[config.mk]
export PLATFORM = sky130hd
export DESIGN_NAME = hazard_ctrl_flat
export DESIGN_NICKNAME = d
export VERILOG_FILES = /design/src/rtl/hazard_ctrl_if.sv /design/src/rtl/hazard_ctrl.sv /design/src/flat_wrapper.sv
export SDC_FILE = /design/constraint.sdc
export NUM_CORES = 1
export LEC_CHECK = 0
export ABC_AREA = 1
export ABC_CLOCK_PERIOD_IN_PS = 3500
export CAP_MARGIN = 40
export CORE_MARGIN = 10
export CORE_UTILIZATION = 54
export DETAILED_ROUTE_END_ITERATION = 16
export GPL_TIMING_DRIVEN = 0
export PLACE_DENSITY = 0.87
export RECOVER_POWER = 25
export SETUP_SLACK_MARGIN = 0.5
export SYNTH_ARGS = -nofsm -noshare
export SYNTH_HDL_FRONTEND = slang
export SYNTH_SLANG_ARGS = --single-unit
[constraint.sdc]
create_clock -name clk -period 3.5 [get_ports clk]
set_clock_uncertainty 0.2 [all_clocks]
set_input_delay 0.7 -clock clk [delete_from_list [all_inputs] [get_ports clk]]
set_output_delay 0.7 -clock clk [all_outputs]
set_load 0.02 [all_outputs]
[src/rtl/hazard_ctrl_if.sv]
// Signal bundle between the pipeline datapath and the hazard/stall controller.
// The datapath side is the master; the controller is the slave.
interface hazard_ctrl_if #(
    parameter int CNT_W = 32
);
    logic [4:0]       id_rs1;
    logic [4:0]       id_rs2;
    logic [4:0]       ex_rs1;
    logic [4:0]       ex_rs2;
    logic [4:0]       ex_rd;
    logic             ex_mem_read;
    logic             ex_reg_write;
    logic             ex_branch;
    logic             ex_zero;
    logic [4:0]       mem_rd;
    logic             mem_reg_write;
    logic             dmem_req;
    logic             dmem_ready;
    logic [4:0]       wb_rd;
    logic             wb_reg_write;

    logic [1:0]       forward_a;
    logic [1:0]       forward_b;
    logic             pc_write;
    logic             if_id_write;
    logic             id_ex_write;
    logic             ex_mem_write;
    logic             pc_sel;
    logic             if_id_flush;
    logic             id_ex_flush;
    logic             mem_wb_flush;
    logic             mem_timeout;
    logic [CNT_W-1:0] stall_count;
    logic [CNT_W-1:0] flush_count;

    modport master (
        output id_rs1, id_rs2, ex_rs1, ex_rs2, ex_rd,
        output ex_mem_read, ex_reg_write, ex_branch, ex_zero,
        output mem_rd, mem_reg_write, dmem_req, dmem_ready,
        output wb_rd, wb_reg_write,
        input  forward_a, forward_b,
        input  pc_write, if_id_write, id_ex_write, ex_mem_write,
        input  pc_sel, if_id_flush, id_ex_flush, mem_wb_flush,
        input  mem_timeout, stall_count, flush_count
    );

    modport slave (
        input  id_rs1, id_rs2, ex_rs1, ex_rs2, ex_rd,
        input  ex_mem_read, ex_reg_write, ex_branch, ex_zero,
        input  mem_rd, mem_reg_write, dmem_req, dmem_ready,
        input  wb_rd, wb_reg_write,
        output forward_a, forward_b,
        output pc_write, if_id_write, id_ex_write, ex_mem_write,
        output pc_sel, if_id_flush, id_ex_flush, mem_wb_flush,
        output mem_timeout, stall_count, flush_count
    );
endinterface

[src/rtl/hazard_ctrl.sv]
// Hazard and stall controller for the 5-stage pipeline: operand forwarding,
// stall/flush steering, a data-memory wait FSM with timeout and perf counters.
module hazard_ctrl #(
    parameter int MEM_TIMEOUT = 16,
    parameter int CNT_W       = 32
) (
    input  logic          clk,
    input  logic          reset,
    hazard_ctrl_if.slave  bus
);
    localparam int WCNT_W = $clog2(MEM_TIMEOUT + 1);
    localparam logic [WCNT_W-1:0] TIMEOUT_V = WCNT_W'(MEM_TIMEOUT);

    typedef enum logic {
        RUN      = 1'b0,
        MEM_WAIT = 1'b1
    } state_t;

    state_t            r_state;
    state_t            w_next_state;
    state_t            w_cur_state;
    logic [WCNT_W-1:0] r_wait_cnt;
    logic [WCNT_W-1:0] w_next_wait_cnt;
    logic              r_mem_timeout;
    logic              w_set_timeout;
    logic [CNT_W-1:0]  r_stall_count;
    logic [CNT_W-1:0]  r_flush_count;

    logic w_release;
    logic w_mem_stall;
    logic w_take_br;
    logic w_load_use;
    logic w_pc_write;
    logic w_if_id_write;
    logic w_id_ex_write;
    logic w_ex_mem_write;
    logic w_pc_sel;
    logic w_if_id_flush;
    logic w_id_ex_flush;
    logic w_mem_wb_flush;

    // RegWrite of the instruction in EX plays no part in any hazard rule.
    logic w_unused;
    assign w_unused = bus.ex_reg_write;

    // EX/MEM result is younger than MEM/WB, so it wins when both match.
    function automatic logic [1:0] fwd_sel(input logic [4:0] rs);
        if (bus.mem_reg_write && (bus.mem_rd != 5'd0) && (bus.mem_rd == rs))
            return 2'b10;
        else if (bus.wb_reg_write && (bus.wb_rd != 5'd0) && (bus.wb_rd == rs))
            return 2'b01;
        else
            return 2'b00;
    endfunction

    assign bus.forward_a = fwd_sel(bus.ex_rs1);
    assign bus.forward_b = fwd_sel(bus.ex_rs2);

    // While reset is held the steering logic behaves as if the FSM were in RUN.
    assign w_cur_state = reset ? RUN : r_state;
    assign w_release   = (w_cur_state == MEM_WAIT) && (r_wait_cnt == TIMEOUT_V);
    assign w_mem_stall = bus.dmem_req && !bus.dmem_ready && !w_release;
    assign w_take_br   = bus.ex_branch && bus.ex_zero;
    assign w_load_use  = bus.ex_mem_read && (bus.ex_rd != 5'd0) &&
                         ((bus.ex_rd == bus.id_rs1) || (bus.ex_rd == bus.id_rs2));

    // State register
    always_ff @(posedge clk) begin
        // NOTE: sequential state uses non-blocking assignments so every register
        // samples pre-edge values regardless of statement order.
        if (reset) begin
            r_state       <= RUN;
            r_wait_cnt    <= '0;
            r_mem_timeout <= 1'b0;
        end else begin
            r_state       <= w_next_state;
            r_wait_cnt    <= w_next_wait_cnt;
            r_mem_timeout <= r_mem_timeout | w_set_timeout;
        end
    end

    // Next-state logic
    always_comb begin
        // NOTE: defaults first so no path through the block leaves a signal
        // unassigned, which would infer a latch.
        w_next_state    = r_state;
        w_next_wait_cnt = r_wait_cnt;
        w_set_timeout   = 1'b0;
        case (r_state)
            RUN: begin
                if (bus.dmem_req && !bus.dmem_ready) begin
                    w_next_state    = MEM_WAIT;
                    w_next_wait_cnt = WCNT_W'(1);
                end
            end
            MEM_WAIT: begin
                if (bus.dmem_ready) begin
                    w_next_state    = RUN;
                    w_next_wait_cnt = '0;
                end else if (r_wait_cnt < TIMEOUT_V) begin
                    w_next_wait_cnt = r_wait_cnt + 1'b1;
                end else begin
                    w_next_state    = RUN;
                    w_next_wait_cnt = '0;
                    w_set_timeout   = 1'b1;
                end
            end
            default: begin
                w_next_state    = RUN;
                w_next_wait_cnt = '0;
            end
        endcase
    end

    // Output steering: a pending branch or load-use is held off by a memory stall.
    always_comb begin
        w_pc_write     = 1'b1;
        w_if_id_write  = 1'b1;
        w_id_ex_write  = 1'b1;
        w_ex_mem_write = 1'b1;
        w_pc_sel       = 1'b0;
        w_if_id_flush  = 1'b0;
        w_id_ex_flush  = 1'b0;
        w_mem_wb_flush = 1'b0;
        if (w_mem_stall) begin
            w_pc_write     = 1'b0;
            w_if_id_write  = 1'b0;
            w_id_ex_write  = 1'b0;
            w_ex_mem_write = 1'b0;
            w_mem_wb_flush = 1'b1;
        end else if (w_take_br) begin
            w_pc_sel      = 1'b1;
            w_if_id_flush = 1'b1;
            w_id_ex_flush = 1'b1;
        end else if (w_load_use) begin
            w_pc_write    = 1'b0;
            w_if_id_write = 1'b0;
            w_id_ex_flush = 1'b1;
        end
    end

    // Saturating performance counters
    always_ff @(posedge clk) begin
        if (reset) begin
            r_stall_count <= '0;
            r_flush_count <= '0;
        end else begin
            if (!w_pc_write && (r_stall_count != '1))
                r_stall_count <= r_stall_count + 1'b1;
            if (w_pc_sel && (r_flush_count != '1))
                r_flush_count <= r_flush_count + 1'b1;
        end
    end

    assign bus.pc_write     = w_pc_write;
    assign bus.if_id_write  = w_if_id_write;
    assign bus.id_ex_write  = w_id_ex_write;
    assign bus.ex_mem_write = w_ex_mem_write;
    assign bus.pc_sel       = w_pc_sel;
    assign bus.if_id_flush  = w_if_id_flush;
    assign bus.id_ex_flush  = w_id_ex_flush;
    assign bus.mem_wb_flush = w_mem_wb_flush;
    assign bus.mem_timeout  = r_mem_timeout;
    assign bus.stall_count  = r_stall_count;
    assign bus.flush_count  = r_flush_count;
endmodule

[src/flat_wrapper.sv]
// flat-port wrapper written by rule: the top's interface ports become plain ports
module hazard_ctrl_flat 
#(
    parameter int MEM_TIMEOUT = 16,
    parameter int CNT_W       = 32
)
  (clk, reset, bus_id_rs1, bus_id_rs2, bus_ex_rs1, bus_ex_rs2, bus_ex_rd, bus_ex_mem_read, bus_ex_reg_write, bus_ex_branch, bus_ex_zero, bus_mem_rd, bus_mem_reg_write, bus_dmem_req, bus_dmem_ready, bus_wb_rd, bus_wb_reg_write, bus_forward_a, bus_forward_b, bus_pc_write, bus_if_id_write, bus_id_ex_write, bus_ex_mem_write, bus_pc_sel, bus_if_id_flush, bus_id_ex_flush, bus_mem_wb_flush, bus_mem_timeout, bus_stall_count, bus_flush_count);
  hazard_ctrl_if #(.CNT_W(CNT_W)) bus_i ();
  input  logic clk;
  input  logic reset;
  input wire logic [$bits(bus_i.id_rs1)-1:0] bus_id_rs1;
  input wire logic [$bits(bus_i.id_rs2)-1:0] bus_id_rs2;
  input wire logic [$bits(bus_i.ex_rs1)-1:0] bus_ex_rs1;
  input wire logic [$bits(bus_i.ex_rs2)-1:0] bus_ex_rs2;
  input wire logic [$bits(bus_i.ex_rd)-1:0] bus_ex_rd;
  input wire logic [$bits(bus_i.ex_mem_read)-1:0] bus_ex_mem_read;
  input wire logic [$bits(bus_i.ex_reg_write)-1:0] bus_ex_reg_write;
  input wire logic [$bits(bus_i.ex_branch)-1:0] bus_ex_branch;
  input wire logic [$bits(bus_i.ex_zero)-1:0] bus_ex_zero;
  input wire logic [$bits(bus_i.mem_rd)-1:0] bus_mem_rd;
  input wire logic [$bits(bus_i.mem_reg_write)-1:0] bus_mem_reg_write;
  input wire logic [$bits(bus_i.dmem_req)-1:0] bus_dmem_req;
  input wire logic [$bits(bus_i.dmem_ready)-1:0] bus_dmem_ready;
  input wire logic [$bits(bus_i.wb_rd)-1:0] bus_wb_rd;
  input wire logic [$bits(bus_i.wb_reg_write)-1:0] bus_wb_reg_write;
  output wire logic [$bits(bus_i.forward_a)-1:0] bus_forward_a;
  output wire logic [$bits(bus_i.forward_b)-1:0] bus_forward_b;
  output wire logic [$bits(bus_i.pc_write)-1:0] bus_pc_write;
  output wire logic [$bits(bus_i.if_id_write)-1:0] bus_if_id_write;
  output wire logic [$bits(bus_i.id_ex_write)-1:0] bus_id_ex_write;
  output wire logic [$bits(bus_i.ex_mem_write)-1:0] bus_ex_mem_write;
  output wire logic [$bits(bus_i.pc_sel)-1:0] bus_pc_sel;
  output wire logic [$bits(bus_i.if_id_flush)-1:0] bus_if_id_flush;
  output wire logic [$bits(bus_i.id_ex_flush)-1:0] bus_id_ex_flush;
  output wire logic [$bits(bus_i.mem_wb_flush)-1:0] bus_mem_wb_flush;
  output wire logic [$bits(bus_i.mem_timeout)-1:0] bus_mem_timeout;
  output wire logic [$bits(bus_i.stall_count)-1:0] bus_stall_count;
  output wire logic [$bits(bus_i.flush_count)-1:0] bus_flush_count;
  assign bus_i.id_rs1 = bus_id_rs1;
  assign bus_i.id_rs2 = bus_id_rs2;
  assign bus_i.ex_rs1 = bus_ex_rs1;
  assign bus_i.ex_rs2 = bus_ex_rs2;
  assign bus_i.ex_rd = bus_ex_rd;
  assign bus_i.ex_mem_read = bus_ex_mem_read;
  assign bus_i.ex_reg_write = bus_ex_reg_write;
  assign bus_i.ex_branch = bus_ex_branch;
  assign bus_i.ex_zero = bus_ex_zero;
  assign bus_i.mem_rd = bus_mem_rd;
  assign bus_i.mem_reg_write = bus_mem_reg_write;
  assign bus_i.dmem_req = bus_dmem_req;
  assign bus_i.dmem_ready = bus_dmem_ready;
  assign bus_i.wb_rd = bus_wb_rd;
  assign bus_i.wb_reg_write = bus_wb_reg_write;
  assign bus_forward_a = bus_i.forward_a;
  assign bus_forward_b = bus_i.forward_b;
  assign bus_pc_write = bus_i.pc_write;
  assign bus_if_id_write = bus_i.if_id_write;
  assign bus_id_ex_write = bus_i.id_ex_write;
  assign bus_ex_mem_write = bus_i.ex_mem_write;
  assign bus_pc_sel = bus_i.pc_sel;
  assign bus_if_id_flush = bus_i.if_id_flush;
  assign bus_id_ex_flush = bus_i.id_ex_flush;
  assign bus_mem_wb_flush = bus_i.mem_wb_flush;
  assign bus_mem_timeout = bus_i.mem_timeout;
  assign bus_stall_count = bus_i.stall_count;
  assign bus_flush_count = bus_i.flush_count;
  hazard_ctrl #(.MEM_TIMEOUT(MEM_TIMEOUT), .CNT_W(CNT_W)) u_core (.clk(clk), .reset(reset), .bus(bus_i));
endmodule
Word level (Yosys, flattened, before mapping)
Cells that the tools add are included.
{"block": "op_classes", "addsub": 3, "multipliers": 0, "n_div": 0, "magnitude_cmp": 1, "eq_ne": 10, "shift": 0, "mux": 26, "n_bitwise": 2, "reduce_logical": 21}
{"op": "32-bit by 1-bit adder with 32-bit output, second input constant", "n": 2}
{"op": "32-bit != test, second input constant", "n": 2}
{"op": "5-bit equality test", "n": 6}
{"op": "1-bit 2-to-1 mux", "n": 19}
{"op": "5-bit 2-to-1 mux", "n": 3}
{"op": "5-bit nonzero test", "n": 3}
{"op": "1-bit logical AND", "n": 14}
{"op": "5-bit case mux with 2 select lines", "n": 1}
{"op": "5-bit by 1-bit adder with 5-bit output, second input constant", "n": 1}
{"op": "5-bit equality test, second input constant", "n": 1}
{"op": "5-bit less-than comparator, second input constant", "n": 1}
{"op": "2-bit 2-to-1 mux", "n": 2}
{"op": "1-bit zero test", "n": 3}
{"op": "2-bit by 1-bit != test with 1-bit output, second input constant", "n": 1}
{"op": "1-bit case mux with 2 select lines", "n": 1}
{"op": "1-bit logical OR", "n": 1}
{"op": "1-bit inverter", "n": 1}
{"op": "1-bit bitwise OR", "n": 1}
{"block": "totals", "ff_bits": 71, "latch_bits": 0, "ram_bits": 0, "mem_bits_ro": 0, "inputBits": 45, "out_inout_bits": 77, "mem_count": 0}

Depth between registers and ports, before layout
Gate-level depths: netlist of run 1.
{"block": "logic_depth", "depth_word": 8, "ltp_mapped": 13, "ltp_nobuf": 12}

Least setup slack after synthesis of run 1
OpenSTA, ideal clock, no wires.
{"block": "synth_path", "kind": "input -> output", "startpoint": "in bus_mem_rd[0]", "endpoint": "out bus_forward_a[0]", "t_arrival_ps": 1940, "t_required_ps": 2600, "setup_slack_ps": 660, "stages": 4, "path_buffers": 0, "cell_sequence": "xnor2_1 -> nand3_1 -> nor4_1 -> nor2_1"}
{"block": "synth_via", "elab_chain_len": 4}
{"element": "from (decl)", "line_no": "flat_wrapper.sv:20", "text": "input wire logic [$bits(bus_i.mem_rd)-1:0] bus_mem_rd;"}
{"element": "5-bit nonzero test", "line_no": "hazard_ctrl.sv:48", "text": "if (bus.mem_reg_write && (bus.mem_rd != 5'd0) && (bus.mem_rd == rs))"}
{"element": "1-bit logical AND", "line_no": "hazard_ctrl.sv:48"}
{"element": "1-bit logical AND *", "line_no": "hazard_ctrl.sv:48"}
{"element": "2-bit 2-to-1 mux *", "line_no": "hazard_ctrl.sv:48"}
{"element": "to (decl)", "line_no": "flat_wrapper.sv:26", "text": "output wire logic [$bits(bus_i.forward_a)-1:0] bus_forward_a;"}
Every way passes the cells marked *; elsewhere a longest branch is shown, timed or not.

Worst setup path after layout of run 1
{"block": "layout_path", "startpoint": "in bus_dmem_ready", "endpoint": "out bus_if_id_flush"}
{"block": "layout_via", "elab_chain_len": 4}
{"element": "from (decl)", "line_no": "flat_wrapper.sv:23", "text": "input wire logic [$bits(bus_i.dmem_ready)-1:0] bus_dmem_ready;"}
{"element": "1-bit zero test", "line_no": "hazard_ctrl.sv:62", "text": "assign w_mem_stall = bus.dmem_req && !bus.dmem_ready && !w_release;"}
{"element": "1-bit logical AND (2 in series)", "line_no": "hazard_ctrl.sv:62"}
{"element": "1-bit 2-to-1 mux", "line_no": "hazard_ctrl.sv:125", "text": "if (w_mem_stall) begin"}
{"element": "to (decl)", "line_no": "flat_wrapper.sv:33", "text": "output wire logic [$bits(bus_i.if_id_flush)-1:0] bus_if_id_flush;"}
Every way passes these cells.

==> results of run 1 <==
per-stage QoR:
stage	setup slack (ps)	cells	power [mW]	cell area [µm²]	hold WS, ps
2_1_floorplan	660	767	1.01	4750	256
3_3_place_gp	-291	994	1.14	6070	265
3_5_place_dp	-326	994	1.15	6070	252
4_1_cts	421	1012	1.95	6350	274
5_1_grt	271	1013	2.00	6310	307
6_report	359	1013	1.94	6310	274
logic make-up (layout without fill, tap and decap cells):
| kind of cell | after synthesis | in the layout | share of synthesized area |
|---|---|---|---|
| compound gates | 73 | 73 | 0.0791 |
| xor+xnor | 48 | 48 | 0.0885 |
| fa+ha+maj | 4 | 4 | 0.0105 |
| buf+inv | 99 | 237 | 0.0920 |
| flops | 71 | 71 | 0.299 |
| simple gates | 472 | 472 | 0.431 |
layer usage:
metal  up-vias  part of all wire  GRT usage
met5         -                 0          0
li1       2694                 -          -
met2       216              0.51      0.406
met1      2529              0.40      0.253
met4         0             0.027     0.0961
met3        40             0.065     0.0535
where the power goes:
group          total, mW  switching (mW)  internal, mW
clock              0.814           0.338         0.476
combinational      0.288           0.162         0.126
sequential         0.841          0.0200         0.821
cell type report:
| type | instances | area, µm² | share of cell area |
|---|---|---|---|
| multi-input cells | 597 | 2900 | 0.460 |
| flip-flops and latches | 71 | 1420 | 0.225 |
| repair buffers | 122 | 1180 | 0.187 |
| inverters | 75 | 283 | 0.0448 |
| plain buffers | 24 | 143 | 0.0226 |
| well taps | 108 | 135 | 0.0214 |
| clock buffers | 9 | 124 | 0.0196 |
| clock inverters | 7 | 120 | 0.0190 |
worst max path at each step:
stage	from	end	slack (ps)	depth (start not counted)
2_1_floorplan	bus_mem_rd[0]	bus_forward_a[0]	660	4
3_3_place_gp	bus_ex_rd[2]	bus_pc_write	-290	13
3_5_place_dp	bus_ex_rd[0]	bus_pc_write	-330	13
4_1_cts	bus_id_rs2[1]	bus_pc_write	420	13
5_1_grt	bus_dmem_ready	bus_if_id_flush	270	8
6_report	bus_dmem_ready	bus_if_id_flush	360	8
cell usage after synthesis (6+ instances only):
master | count | area (µm²)
dfxtp_1 | 71 | 1420
o21ai_0 | 14 | 70.1
nor3_1 | 23 | 115
nand3_1 | 51 | 255
buf_2 | 8 | 40.0
xor2_1 | 29 | 254
nand3b_1 | 7 | 52.6
nand2_1 | 225 | 845
a21oi_1 | 56 | 280
inv_1 | 66 | 248
nor2_1 | 126 | 473
buf_4 | 6 | 45.0
inv_2 | 7 | 26.3
nand4_1 | 13 | 81.3
nand2_2 | 7 | 43.8
xnor2_1 | 19 | 166
state kept, by name (all words and copies together) (netlist names):
register,count
u_core.bus.flush_count,32
u_core.bus.stall_count,32
u_core.r_wait_cnt,5
u_core.bus.mem_timeout,1
u_core.r_state,1
timing repair:
item | in CTS | in global routing
pin swaps | 6 | 9
buffers inserted | 2 | 1
resized for setup | 59 | 12
endpoints found under the setup margin | 11 | 10
worst register-to-register path: cells and delay by family (launching register included):
| kind | cells | cell delay [ps] |
|---|---|---|
| flip-flops | 1 | 400 |
| AND/OR/NAND/NOR | 7 | 1560 |
| adder cells (fa/ha/maj) | 1 | 190 |
| AO/OA/AOI/OAI | 1 | 160 |
| buffers and inverters | 2 | 400 |
==> flow_summary_export.csv, run 1 <==
group,metric,value,unit
grt,grt_pass1_vias,5208,
timing,fin_crit,3140,ps
floorplan,dieArea,12900,µm²
clock_tree,cts-root-buf,"clkbuf_8",
worst_setup_path,crit_slowest_cell,"dlygate4sd3_1",
final_layout,area_delta_synth_final,33.0,%
timing,setup_violations,0,
yosys,yosysUniqueCellTypes,34,
grt,grt_overflow,0,
routing,wl,15.2,mm
final_layout,final_cell_mix,"225 x nand2_1, 129 x nor2_1, 76 x clkdlybuf4s50_1",
routing,post_drt_via_cell_ratio,5.41,
final_layout,fillers,695,
timing,worstMarginPinSlew,586,ps
worst_setup_path,crit_type,"primary input to output pin",
pwr,p_leak,2.61,nW
run_status,status,"complete, no violations",
floorplan,start_util,0.550,
placement,dpl.hpwl,11.7,mm
routing,vias,5479,
yosys,syn_nets,816,
grt,grt_start_max_net_pins,14,
clock_tree,htree_levels,3,
timing,rsz0062_at_grt,"true",
final_layout,final_layout_size_suffix_gt1_frac,0.0796,
yosys,ys_warn_count,0,
floorplan,die_w,114,µm
job,drv_cap,0,
clock_tree,cts_buffer_depth,2,
routing,route.detailed.wl_per_inst,15.0,µm
worst_setup_path,cpMostUsedCell,"inv_1",
pwr,power.density,308,nW/µm²
routing,postRouteAntennaNets,0,
timing,hold_violations,0,
timing,relSlewSlack,0.609,
min_path,hold_end,"u_core.bus.mem_timeout$_SDFF_PP0_",
clock_tree,clk_pin_slew,80,ps
routing,drt_pass1_iterations,7,
yosys,ys.flop_type,"dfxtp_1",
clock_tree,clock_latency,360,ps
worst_setup_path,timing.rr.start,"u_core.bus.stall_count[0]$_SDFFE_PP0P_",
final_layout,num_antenna_cells,0,
worst_setup_path,crit_chain,"dlygate4sd3_1 -> inv_1 -> nand2_1 -> inv_1 -> nand2_4 -> inv_2 -> nor2_1 -> clkdlybuf4s15_1",
clock_tree,ctsHoldBuffers,0,
clock_tree,numCtsBuffers,9,
pwr,ir_worst_vdd,0.255,mV
floorplan,pin_count,122,
yosys,seq_area_frac_synth,0.299,
yosys,synth_edf_count,0,
grt,antenna_found_initial,0,
worst_setup_path,cp_max_fo,4,
yosys,syn_inst,767,
timing,drv_slew,0,
worst_setup_path,worstSetupEndpointType,"output pin",
worst_setup_path,crit_family,"buffers and inverters",
final_layout,final_common_cell,"nand2_1",
floorplan,fp-row-count,34,
timing,setup_tns,0,ps
placement,gp_congestion,0.996,
final_layout,fin_util,0.731,
yosys,syn_avg_cell_area,6.19,µm²
clock_tree,cts_tree,"yes",
min_path,hold_class,"flop to flop",
yosys,ys_seq_elements,71,
timing,finalCritPeriodShare,0.897,
worst_setup_path,cp.required,2600,ps
yosys,async_flop_share,0,
routing,dr.first_iter.drc_count,416,
timing,timing.fmax,318,MHz
min_path,hold_start,"u_core.bus.mem_timeout$_SDFF_PP0_",
routing,drc,0,
yosys,synth_area,4750,µm²
floorplan,die_y,114,µm
grt,grt_usage,0.228,
floorplan,core,8640,µm²
final_layout,nets,949,
min_path,hold_depth,2,
clock_tree,cts_sinks,71,
placement,numPortBuffers,119,
worst_setup_path,ff2ff_setup_slack,480,ps
worst_setup_path,worst-path-buf-inv,5,
worst_setup_path,slowest_delay,540,ps
grt,grt_pass1_wl,24.6,mm
worst_setup_path,start_kind,"primary input",
worst_setup_path,worstRegToRegCells,11,
worst_setup_path,arrival,2240,ps
worst_setup_path,timing.rr.end,"u_core.bus.stall_count[17]$_SDFFE_PP0P_",
No activity file was read; power rests on OpenSTA's default activity.
==> inputs of run 2 (changes only) <==
--- a/config.mk
+++ b/config.mk
@@ -9,10 +9,10 @@
 export ABC_CLOCK_PERIOD_IN_PS = 3500
 export CAP_MARGIN = 40
 export CORE_MARGIN = 10
-export CORE_UTILIZATION = 54
+export CORE_UTILIZATION = 40
 export DETAILED_ROUTE_END_ITERATION = 16
 export GPL_TIMING_DRIVEN = 0
-export PLACE_DENSITY = 0.87
+export PLACE_DENSITY = 0.67
 export RECOVER_POWER = 25
 export SETUP_SLACK_MARGIN = 0.5
 export SYNTH_ARGS = -nofsm -noshare
==> run 2 against run 1 <==
Against the previous run: setup slack better by 16 ps; sequential cell count stayed put; sequential power hardly changed; clock power is 2% lower; maximum frequency is 0.50% higher; global-route usage is 4.2 points lower; sequential share of layout area is 0.35 points lower; cell count is 3.3% higher; cell area is 1.6% higher; register-to-register slack better by 190 ps; critical path type unchanged; critical endpoint unchanged; largest cell class unchanged; largest power group unchanged.
==> flow_summary_export.csv, run 2 (synthesis results as in run 1) <==
group,metric,value,unit
timing,hold_violations,0,
timing,hold_ws,272,ps
placement,dpl.hpwl,12.1,mm
worst_setup_path,crit_type,"primary input to output pin",
worst_setup_path,cp_num_cells,8,
clock_tree,htree_levels,3,
worst_setup_path,cp.required,2600,ps
timing,relSlewSlack,0.635,
grt,antenna_found_initial,0,
pwr,ir_worst_vdd,0.198,mV
floorplan,fp-row-count,39,
timing,timing.fmax,320,MHz
worst_setup_path,cp_max_fo,4,
final_layout,area_delta_synth_final,35.1,%
grt,grt_usage,0.185,
min_path,hold_class,"flop to flop",
worst_setup_path,cp-endpoint,"bus_if_id_flush",
floorplan,dieArea,16600,µm²
final_layout,final_cell_mix,"224 x nand2_1, 129 x nor2_1, 71 x dfxtp_1",
routing,route.detailed.wl_per_inst,14.9,µm
routing,drc,0,
run_status,status,"complete, no violations",
routing,postRouteAntennaNets,0,
worst_setup_path,worst-path-buf-inv,5,
final_layout,num_antenna_cells,0,
final_layout,final_layout_size_suffix_gt1_frac,0.0797,
placement,pre_cts_ws,-363,ps
grt,grt_pass1_vias,5168,
worst_setup_path,start_kind,"primary input",
timing,rsz0062_at_grt,"true",
placement,gp_congestion,0.889,
grt,grt_pass1_wl,25.2,mm
routing,wl,15.5,mm
final_layout,nets,949,
timing,fin_crit,3130,ps
placement,numPortBuffers,119,
final_layout,final_common_cell,"nand2_1",
worst_setup_path,arrival,2230,ps
worst_setup_path,worstSetupEndpointType,"output pin",
worst_setup_path,crit_start,"bus_dmem_ready",
placement,placed_area,6120,µm²
pwr,finalPower,1.94,mW
floorplan,start_util,0.412,
clock_tree,ctsHoldBuffers,0,
timing,fin_ws,375,ps
worst_setup_path,worstRegToRegCells,11,
clock_tree,cts-root-buf,"clkbuf_16",
worst_setup_path,timing.rr.start,"u_core.bus.stall_count[0]$_SDFFE_PP0P_",
floorplan,die_w,129,µm
floorplan,die_y,129,µm
clock_tree,cts_buffer_depth,2,
timing,finalCritPeriodShare,0.893,
clock_tree,cts_tree,"yes",
worst_setup_path,crit_chain,"dlygate4sd3_1 -> inv_1 -> nand2_1 -> inv_1 -> nand2_2 -> inv_2 -> nor2_1 -> clkdlybuf4s15_1",
worst_setup_path,crit_slowest_cell,"dlygate4sd3_1",
worst_setup_path,slowest_delay,540,ps
worst_setup_path,timing.rr.end,"u_core.bus.stall_count[18]$_SDFFE_PP0P_",
clock_tree,cts_sinks,71,
grt,grt_start_max_net_pins,11,
floorplan,pin_count,122,
routing,drt_pass1_iterations,5,
pwr,p_leak,2.73,nW
timing,setup_violations,0,
final_layout,fin_util,0.557,
final_layout,final_cell_area,6410,µm²
floorplan,core,11500,µm²
routing,vias,5296,
job,drv_cap,0,
grt,grt_overflow,0,
pwr,power.density,302,nW/µm²
worst_setup_path,ff2ff_setup_slack,670,ps
clock_tree,numCtsBuffers,9,
worst_setup_path,crit_family,"buffers and inverters",
timing,drv_slew,0,
timing,worstMarginPinSlew,548,ps
worst_setup_path,cpMostUsedCell,"inv_1",
clock_tree,clock_latency,330,ps
routing,dr.first_iter.drc_count,446,
clock_tree,clk_pin_slew,50,ps
routing,post_drt_via_cell_ratio,5.06,
-- run 2: changes by cell type in the layout (fill, tap and decap cells not counted), sizes merged --
cell	previous run	this run
clkdlybuf4s50	76	61
clkinvlp	2	0
buf	25	29
bufinv	3	0
dlygate4sd3	10	26
dlygate4sd2	15	8
dlymetal6s2s	9	14
-- run 2: timing repair --
action / 4_1_cts / 5_1_grt
hold endpoints to repair: 0 / 0
endpoints found under the setup margin: 11 / 9
pin swaps: 5 / 9
buffers inserted: 3 / 0
cloned: 0 / 0
resized for setup: 55 / 21
-- run 2: worst min-delay path by stage --
| stage | depth (start not counted) | slack (ps) | from | endpoint |
|---|---|---|---|---|
| global route | 2 | 320 | u_core.bus.mem_timeout$_SDFF_PP0_ | u_core.bus.mem_timeout$_SDFF_PP0_ |
| CTS | 2 | 290 | u_core.bus.mem_timeout$_SDFF_PP0_ | u_core.bus.mem_timeout$_SDFF_PP0_ |
| global placement | 2 | 260 | u_core.bus.mem_timeout$_SDFF_PP0_ | u_core.bus.mem_timeout$_SDFF_PP0_ |
| finish | 2 | 270 | u_core.bus.mem_timeout$_SDFF_PP0_ | u_core.bus.mem_timeout$_SDFF_PP0_ |
| detailed placement | 2 | 260 | u_core.bus.mem_timeout$_SDFF_PP0_ | u_core.bus.mem_timeout$_SDFF_PP0_ |
| floorplan | 2 | 260 | u_core.r_wait_cnt[1]$_SDFFE_PP0P_ | u_core.r_wait_cnt[1]$_SDFFE_PP0P_ |
-- run 2: report_power, final --
part | leakage, nW | switching, mW | internal, mW
sequential | 0.575 | 0.0208 | 0.823
combinational | 2.03 | 0.164 | 0.129
clock | 0.122 | 0.330 | 0.470
total | 2.73 | 0.514 | 1.42
-- run 2: area by class of cell --
class,count,area [µm²]
Fill cell,1155,5100
Timing Repair Buffer,122,1200
Tap cell,143,179
Buffer,24,158
Clock inverter,2,10.0
Inverter,75,284
Clock buffer,12,236
Sequential cell,71,1420
Multi-Input combinational cell,597,2920
-- run 2: layer usage --
layer  up-vias  share of wire  track usage
met3        17          0.057       0.0464
met4         0          0.010       0.0468
met5         -              0            0
met1      2432           0.43        0.212
li1       2691              -            -
met2       156           0.51        0.336
-- run 2: metrics by stage --
stage,std cells,setup TNS [ps]
after detailed placement,1029,-812
after global routing,1046,0
after global placement,1029,-765
after CTS,1046,0
final,1046,0
after floorplan,767,0
-- run 2: worst register-to-register path: cells and delay by family, from the launching register on --
kind / cells / cell delay, ps
adder cells (fa/ha/maj): 1 / 190
AND/OR/NAND/NOR: 9 / 1740
buffers and inverters: 1 / 190
flip-flops: 1 / 400
